File: config.mk
export PLATFORM = sky130hd
export DESIGN_NAME = avalon_sc_pkt_fifo
export DESIGN_NICKNAME = d
export VERILOG_FILES = /design/src/rtl/avalon_st_pkg.sv /design/src/rtl/sc_fifo_ram.sv /design/src/rtl/avalon_sc_pkt_fifo.sv
export SDC_FILE = /design/constraint.sdc
export NUM_CORES = 1
export LEC_CHECK = 0
export ABC_AREA = 1
export BUFFER_PORTS_ARGS = -buffer_cell sky130_fd_sc_hd__buf_2
export CAP_MARGIN = 20
export CORE_ASPECT_RATIO = 1.25
export CORE_MARGIN = 3
export CORE_UTILIZATION = 62
export CTS_BUF_LIST = sky130_fd_sc_hd__clkbuf_16
export DETAILED_ROUTE_END_ITERATION = 16
export PLACE_DENSITY = 0.79
export SYNTH_ARGS = -nofsm -noshare
export SYNTH_HDL_FRONTEND = slang
export SYNTH_HIERARCHICAL = 1
export SYNTH_SLANG_ARGS = --single-unit
File: constraint.sdc
create_clock -name clk_clk -period 4.55 [get_ports clk_clk]
set_input_delay 0.455 -clock clk_clk [delete_from_list [all_inputs] [get_ports clk_clk]]
set_output_delay 0.455 -clock clk_clk [all_outputs]
set_load 0.05 [all_outputs]
File: src/rtl/avalon_st_pkg.sv
// Shared Avalon-ST definitions: byte width, beat payload struct, width helper.
// No ports (package).
package avalon_st_pkg;

   localparam int unsigned AVST_BYTE_W = 8;

   // Width helper that never returns 0, so derived fields stay at least 1 bit.
   function automatic int unsigned clog2_safe(input int unsigned n);
      return (n <= 1) ? 1 : $clog2(n);
   endfunction

   localparam int unsigned AVST_DATA_W  = 64;
   localparam int unsigned AVST_EMPTY_W = clog2_safe(AVST_DATA_W / AVST_BYTE_W);

   // One Avalon-ST beat at the default payload width.
   typedef struct packed {
      logic                    sop;
      logic                    eop;
      logic [AVST_EMPTY_W-1:0] empty;
      logic [AVST_DATA_W-1:0]  data;
   } avst_beat_t;

endpackage

File: src/rtl/sc_fifo_ram.sv
// Simple dual-port storage array: one synchronous write port and one
// asynchronous read port (maps to distributed/MLAB RAM).
// Ports: clk, we/waddr/wdata (write), raddr/rd_data_c (combinational read).
module sc_fifo_ram #(
   parameter int unsigned WIDTH  = 8,
   parameter int unsigned DEPTH  = 16,
   parameter int unsigned ADDR_W = $clog2(DEPTH)
) (
   input  logic              clk,
   input  logic              we,
   input  logic [ADDR_W-1:0] waddr,
   input  logic [WIDTH-1:0]  wdata,
   input  logic [ADDR_W-1:0] raddr,
   output logic [WIDTH-1:0]  rd_data_c
);

   logic [WIDTH-1:0] mem [DEPTH];

   // Write port; contents are intentionally not reset.
   always_ff @(posedge clk) begin
      if (we) mem[waddr] <= wdata;
   end

   assign rd_data_c = mem[raddr];

endmodule

File: src/rtl/avalon_sc_pkt_fifo.sv
// Single-clock show-ahead Avalon-ST FIFO with packet sideband, fill level and
// almost-full/almost-empty flags. All outputs are registered.
// Optional: define AVALON_SC_PKT_FIFO_SAF_EN for store-and-forward mode (output
// held off until a complete packet is stored, with a cut-through fallback
// when full so oversize packets cannot deadlock).
// Ports:
//   clk_clk, reset_reset (sync, active-high)
//   in_*  : Avalon-ST sink (data, valid, ready, sop, eop, empty)
//   out_* : Avalon-ST source (data, valid, ready, sop, eop, empty)
//   fill_level, almost_full, almost_empty : occupancy status
module avalon_sc_pkt_fifo
   import avalon_st_pkg::*;
#(
   parameter int unsigned DATA_W  = 64,
   parameter int unsigned DEPTH   = 16,
   parameter int unsigned EMPTY_W = clog2_safe(DATA_W / AVST_BYTE_W),
   parameter int unsigned AF_TH   = DEPTH - 2,
   parameter int unsigned AE_TH   = 2
) (
   input  logic                   clk_clk,
   input  logic                   reset_reset,
   input  logic [DATA_W-1:0]      in_data,
   input  logic                   in_valid,
   output logic                   in_ready,
   input  logic                   in_startofpacket,
   input  logic                   in_endofpacket,
   input  logic [EMPTY_W-1:0]     in_empty,
   output logic [DATA_W-1:0]      out_data,
   output logic                   out_valid,
   input  logic                   out_ready,
   output logic                   out_startofpacket,
   output logic                   out_endofpacket,
   output logic [EMPTY_W-1:0]     out_empty,
   output logic [$clog2(DEPTH):0] fill_level,
   output logic                   almost_full,
   output logic                   almost_empty
);

   localparam int unsigned ADDR_W = $clog2(DEPTH);
   localparam int unsigned PTR_W  = ADDR_W + 1;
   localparam int unsigned ENT_W  = DATA_W + EMPTY_W + 2;

   logic [PTR_W-1:0] wr_ptr, rd_ptr;
   logic [PTR_W-1:0] wr_ptr_nxt, rd_ptr_nxt, fill_nxt;
   logic             wr_en, rd_en;
   logic             in_ready_nxt, out_valid_nxt, af_nxt, ae_nxt;
   logic [ENT_W-1:0] wr_ent, ram_rdata, head_nxt;
   logic             saf_ok;

   assign wr_ent = {in_startofpacket, in_endofpacket, in_empty, in_data};

   sc_fifo_ram #(
      .WIDTH  (ENT_W),
      .DEPTH  (DEPTH),
      .ADDR_W (ADDR_W)
   ) u_ram (
      .clk       (clk_clk),
      .we        (wr_en),
      .waddr     (wr_ptr[ADDR_W-1:0]),
      .wdata     (wr_ent),
      .raddr     (rd_ptr_nxt[ADDR_W-1:0]),
      .rd_data_c (ram_rdata)
   );

`ifdef AVALON_SC_PKT_FIFO_SAF_EN
   logic [PTR_W-1:0] pkt_cnt, pkt_cnt_nxt;

   // Complete packets currently stored.
   always_comb begin
      pkt_cnt_nxt = pkt_cnt + PTR_W'(wr_en && in_endofpacket)
                            - PTR_W'(rd_en && out_endofpacket);
      saf_ok      = (pkt_cnt_nxt != '0) || (fill_nxt == PTR_W'(DEPTH));
   end

   always_ff @(posedge clk_clk) begin
      if (reset_reset) pkt_cnt <= '0;
      else             pkt_cnt <= pkt_cnt_nxt;
   end
`else
   assign saf_ok = 1'b1;
`endif

   // Next-state for pointers, occupancy and flags.
   always_comb begin
      wr_en         = in_valid && in_ready;
      rd_en         = out_valid && out_ready;
      wr_ptr_nxt    = wr_ptr + PTR_W'(wr_en);
      rd_ptr_nxt    = rd_ptr + PTR_W'(rd_en);
      // Pointer difference is bounded to 0..DEPTH, so no explicit saturation.
      fill_nxt      = wr_ptr_nxt - rd_ptr_nxt;
      in_ready_nxt  = (fill_nxt != PTR_W'(DEPTH));
      out_valid_nxt = (fill_nxt != '0) && saf_ok;
      af_nxt        = (fill_nxt >= PTR_W'(AF_TH));
      ae_nxt        = (fill_nxt <= PTR_W'(AE_TH));
      // A write into the slot that becomes head only happens when the FIFO
      // was empty; forward it so the registered head is current next cycle.
      head_nxt      = (wr_en && (wr_ptr[ADDR_W-1:0] == rd_ptr_nxt[ADDR_W-1:0]))
                      ? wr_ent : ram_rdata;
   end

   // State and registered outputs.
   always_ff @(posedge clk_clk) begin
      if (reset_reset) begin
         wr_ptr            <= '0;
         rd_ptr            <= '0;
         fill_level        <= '0;
         in_ready          <= 1'b0;
         out_valid         <= 1'b0;
         almost_full       <= 1'b0;
         almost_empty      <= 1'b1;
         out_data          <= '0;
         out_startofpacket <= 1'b0;
         out_endofpacket   <= 1'b0;
         out_empty         <= '0;
      end else begin
         wr_ptr       <= wr_ptr_nxt;
         rd_ptr       <= rd_ptr_nxt;
         fill_level   <= fill_nxt;
         in_ready     <= in_ready_nxt;
         out_valid    <= out_valid_nxt;
         almost_full  <= af_nxt;
         almost_empty <= ae_nxt;
         {out_startofpacket, out_endofpacket, out_empty, out_data} <= head_nxt;
      end
   end

endmodule

==> metrics.md <==
| Metric | Value |
|---|---|
| Synth Register Bits | `1192` |
| Cells after synthesis | `4938` |
| Average wire per standard cell | `20.7 µm` |
| Setup TNS | `0 ns` |
| Setup Fix Bufs, Post-CTS | `0` |
| Required time worst endpoint | `5.15 ns` |
| Final hold viol count | `0` |
| Hold EP | `u_ram/mem[1][29]$_DFFE_PP_` |
| CTS Buffer Depth | `3` |
| Sw Share | `0.358` |
| Final period util | `0.756` |
| Fmax | `0.291 GHz` |
| Post-CTS Resized | `0` |
| Final setup fails | `0` |
| Least-Margin Pin Slew | `1.06 ns` |
| Buffers and inverters on the worst path | `4` |
| H-tree depth | `3` |
| P_int | `19.8 mW` |
| Maximum vdd ir drop | `555 µV` |
| # rows | `116` |
| Synth Area in Adders | `0.00148` |
| Syn Nets | `5017` |
| Clk sinks | `1192` |
| Hold Path Depth | `1` |
| Syn. warnings | `6` |
| Status | `finished, final reports clean` |
| Dpl hpwl | `63600 µm` |
| Flop2flop setup slack | `1.11 ns` |
| Die Area | `85500 µm²` |
| Die H | `326 µm` |
| Combinational Power Share | `0.304` |
| Endpoint class of the critical path | `flip-flop` |
| Critical R2R Capture | `out_data[37]$_SDFF_PP0_` |
| Mapped Area | `50800 µm²` |
| Most frequent cells in the layout | `nand2_1, edfxtp_1, nand3_1, inv_1, buf_2` |
| Sequential element share of the synthesized area | `0.687` |
| TritonCTS buffer count | `109` |
| Most common cell after layout, fill and taps aside | `nand2_1` |
| XOR/XNOR Fraction of Synth Area | `0.000492` |
| Critical Setup Path Class | `flip-flop to flip-flop` |
| RSZ-0062 raised after global routing | `no` |
| Post-synthesis mux area share | `0` |
| Switching power | `11.0 mW` |
| Largest net degree at the start of global routing | `206` |
| Clock power share | `0.282` |
| Vias per cell | `5.75` |
| WL final | `128000 µm` |
| Starting Density | `0.630` |
| Critical R2R Launch | `out_valid$_SDFF_PP0_` |
| CP top delay family | `buffers and inverters` |
| CP max stage delay | `0.64 ns` |
| DRT iter0 DRCs | `4481` |
| Synth area leaders | `edfxtp_1, nand2_1, nand3_1` |
| Clock slew at reported path FFs | `0.07 ns` |
| Layout area overhead | `10.0%` |
| Hold WS | `0.140 ns` |
| Setup Skew | `0.0263 ns` |
| Yosys cell types | `23` |
| Largest family of logic cells by synthesized area | `simple AND/OR/NAND/NOR gates` |
| Fraction of the mapped netlist area in simple logic gates | `0.211` |
| Slowest CP cell | `ha_4` |
| Port Buf Inserts | `150` |
| Hold WC Path Type | `primary input to flip-flop` |
| Global Route Usage Sum | `0.299` |
| Congestion Overflow GR | `0` |
| Rel. slew slack | `0.291` |
| Die width | `262 µm` |
| Layout cells sized above 1 | `0.0783` |
| CTS tree | `built` |
| Avg Inst Size Synth | `10.3 µm²` |
| Leak | `24.0 nW` |
| Routability Congestion | `0.788` |
| Initial antenna violation count | `10` |
| Worst-path cell chain | `nand2_1, inv_1, ha_4, ha_4, inv_2, nand2_1, nand4_1, nor3_4, buf_4, buf_4, nand3_1, a21oi_1` |
| Compound-Gate Fraction of Synth Area | `0.00748` |
| Core area | `80700 µm²` |
| Post-synth top area share | `0.652` |
| Vias in the first global route | `35.1k` |
| FF-to-FF path depth | `12` |
| Skew-Pair Late Insertion Delay | `0.70 ns` |
| Clock root buffer | `clkbuf_16` |
| Antenna viol nets, final | `0` |
| CP Launch Type | `flip-flop` |
| Global-route wire length before repair | `194000 µm` |
| Vias post-DR | `35.5k` |
| Max_cap viols | `0` |
| Hold buffers post-CTS | `0` |
| DRC | `0` |
| Min-delay src | `in_data[29]` |
| Final Max Slew Viols | `0` |
| Seq pwr share | `0.415` |
| CP Max Fanout | `43` |
| Min Tclk post-route | `3.44 ns` |
| PwrDens | `551 nW/µm²` |
| Nets | `5087` |
| Top Ports | `151` |
| Worst EP arrival | `4.04 ns` |
| Yosys top cell by area | `edfxtp_1` |
| Pre-Repair DR Iteration Count | `6` |
through the flow:
stage | total power, mW | util | cells | setup WS (ns) | instance area, µm²
after global routing | 32.2 | 0.693 | 6164 | 0.886 | 55900
final | 30.8 | 0.693 | 6167 | 1.11 | 55900
after global placement | 21.9 | 0.650 | 5958 | 1.05 | 52500
after CTS | 30.8 | 0.693 | 6160 | 1.11 | 55900
after detailed placement | 22.2 | 0.650 | 5958 | 0.932 | 52500
after floorplan | 20.1 | - | 4938 | 0.0634 | 50800
state kept, by name (all words and copies together) (netlist names):
signal and cells:
u_ram/mem 1104, out_endofpacket 1, in_ready 1, almost_empty 1, out_empty 3, out_valid 1
rd_ptr 5, wr_ptr 5, out_data 64, fill_level 5, out_startofpacket 1, almost_full 1
power groups by stage:
stage / Clock, mW / Sequential (mW) / Combinational (mW)
finish: 8.68 / 12.8 / 9.36
global placement: 0 / 13.0 / 8.90
detailed placement: 0 / 13.0 / 9.14
global route: 9.18 / 12.8 / 10.2
floorplan: 0 / 14.1 / 6.06
CTS: 8.77 / 12.8 / 9.24
worst max path at each step:
stage	start	endpoint	slack, ns	cells after the start
6_report	out_valid$_SDFF_PP0_	out_data[37]$_SDFF_PP0_	1.11	12
5_1_grt	out_valid$_SDFF_PP0_	out_data[37]$_SDFF_PP0_	0.89	12
4_1_cts	out_valid$_SDFF_PP0_	out_data[37]$_SDFF_PP0_	1.11	12
3_5_place_dp	out_ready	out_data[37]$_SDFF_PP0_	0.93	13
3_3_place_gp	out_ready	out_data[32]$_SDFF_PP0_	1.05	13
2_1_floorplan	in_ready$_SDFF_PP0_	u_ram/mem[12][0]$_DFFE_PP_	0.06	4
kinds of logic after synthesis:
kind of cell	Yosys count
and+or+nand+nor	2542
DFF	1192
buffers and inverters	1121
AOI/OAI and AO/OA	75
adders and majority gates	6
xor gates and xnor gates	2
layout make-up:
| type | count | area, µm² |
|---|---|---|
| fill | 5502 | 24800 |
| inverter | 861 | 3250 |
| clock inverter | 91 | 643 |
| timing repair buffer | 219 | 1620 |
| antenna | 6 | 15.0 |
| multi-input combinational | 2625 | 11400 |
| sequential | 1192 | 34900 |
| tap | 1062 | 1330 |
| clock buffer | 111 | 2780 |
synthesized netlist by cell type:
master    instances
nor2_1           41
xor2_2            1
nand3b_1          2
edfxtp_1       1104
dfxtp_1          88
clkinv_1          1
xnor2_1           1
ha_1              6
buf_4            16
nor3_4            1
nand2_2           2
buf_2           135
a21oi_1          71
nand2_1        1580
o21ai_0           2
buf_1            16
inv_2             4
nand3_1         911
o21bai_1          2
buf_6            37
clkbuf_1         56
inv_1           856
nand4_1           5
per-layer routing:
| metal | vias up | wire length (µm) | track usage |
|---|---|---|---|
| met5 | - | 36 | 0 |
| met4 | 6 | 5710 | 0.146 |
| met3 | 438 | 13000 | 0.0462 |
| met2 | 2146 | 63300 | 0.504 |
| met1 | 16800 | 45600 | 0.378 |
| li1 | 16100 | - | - |
(Power assumes the default switching activity.)
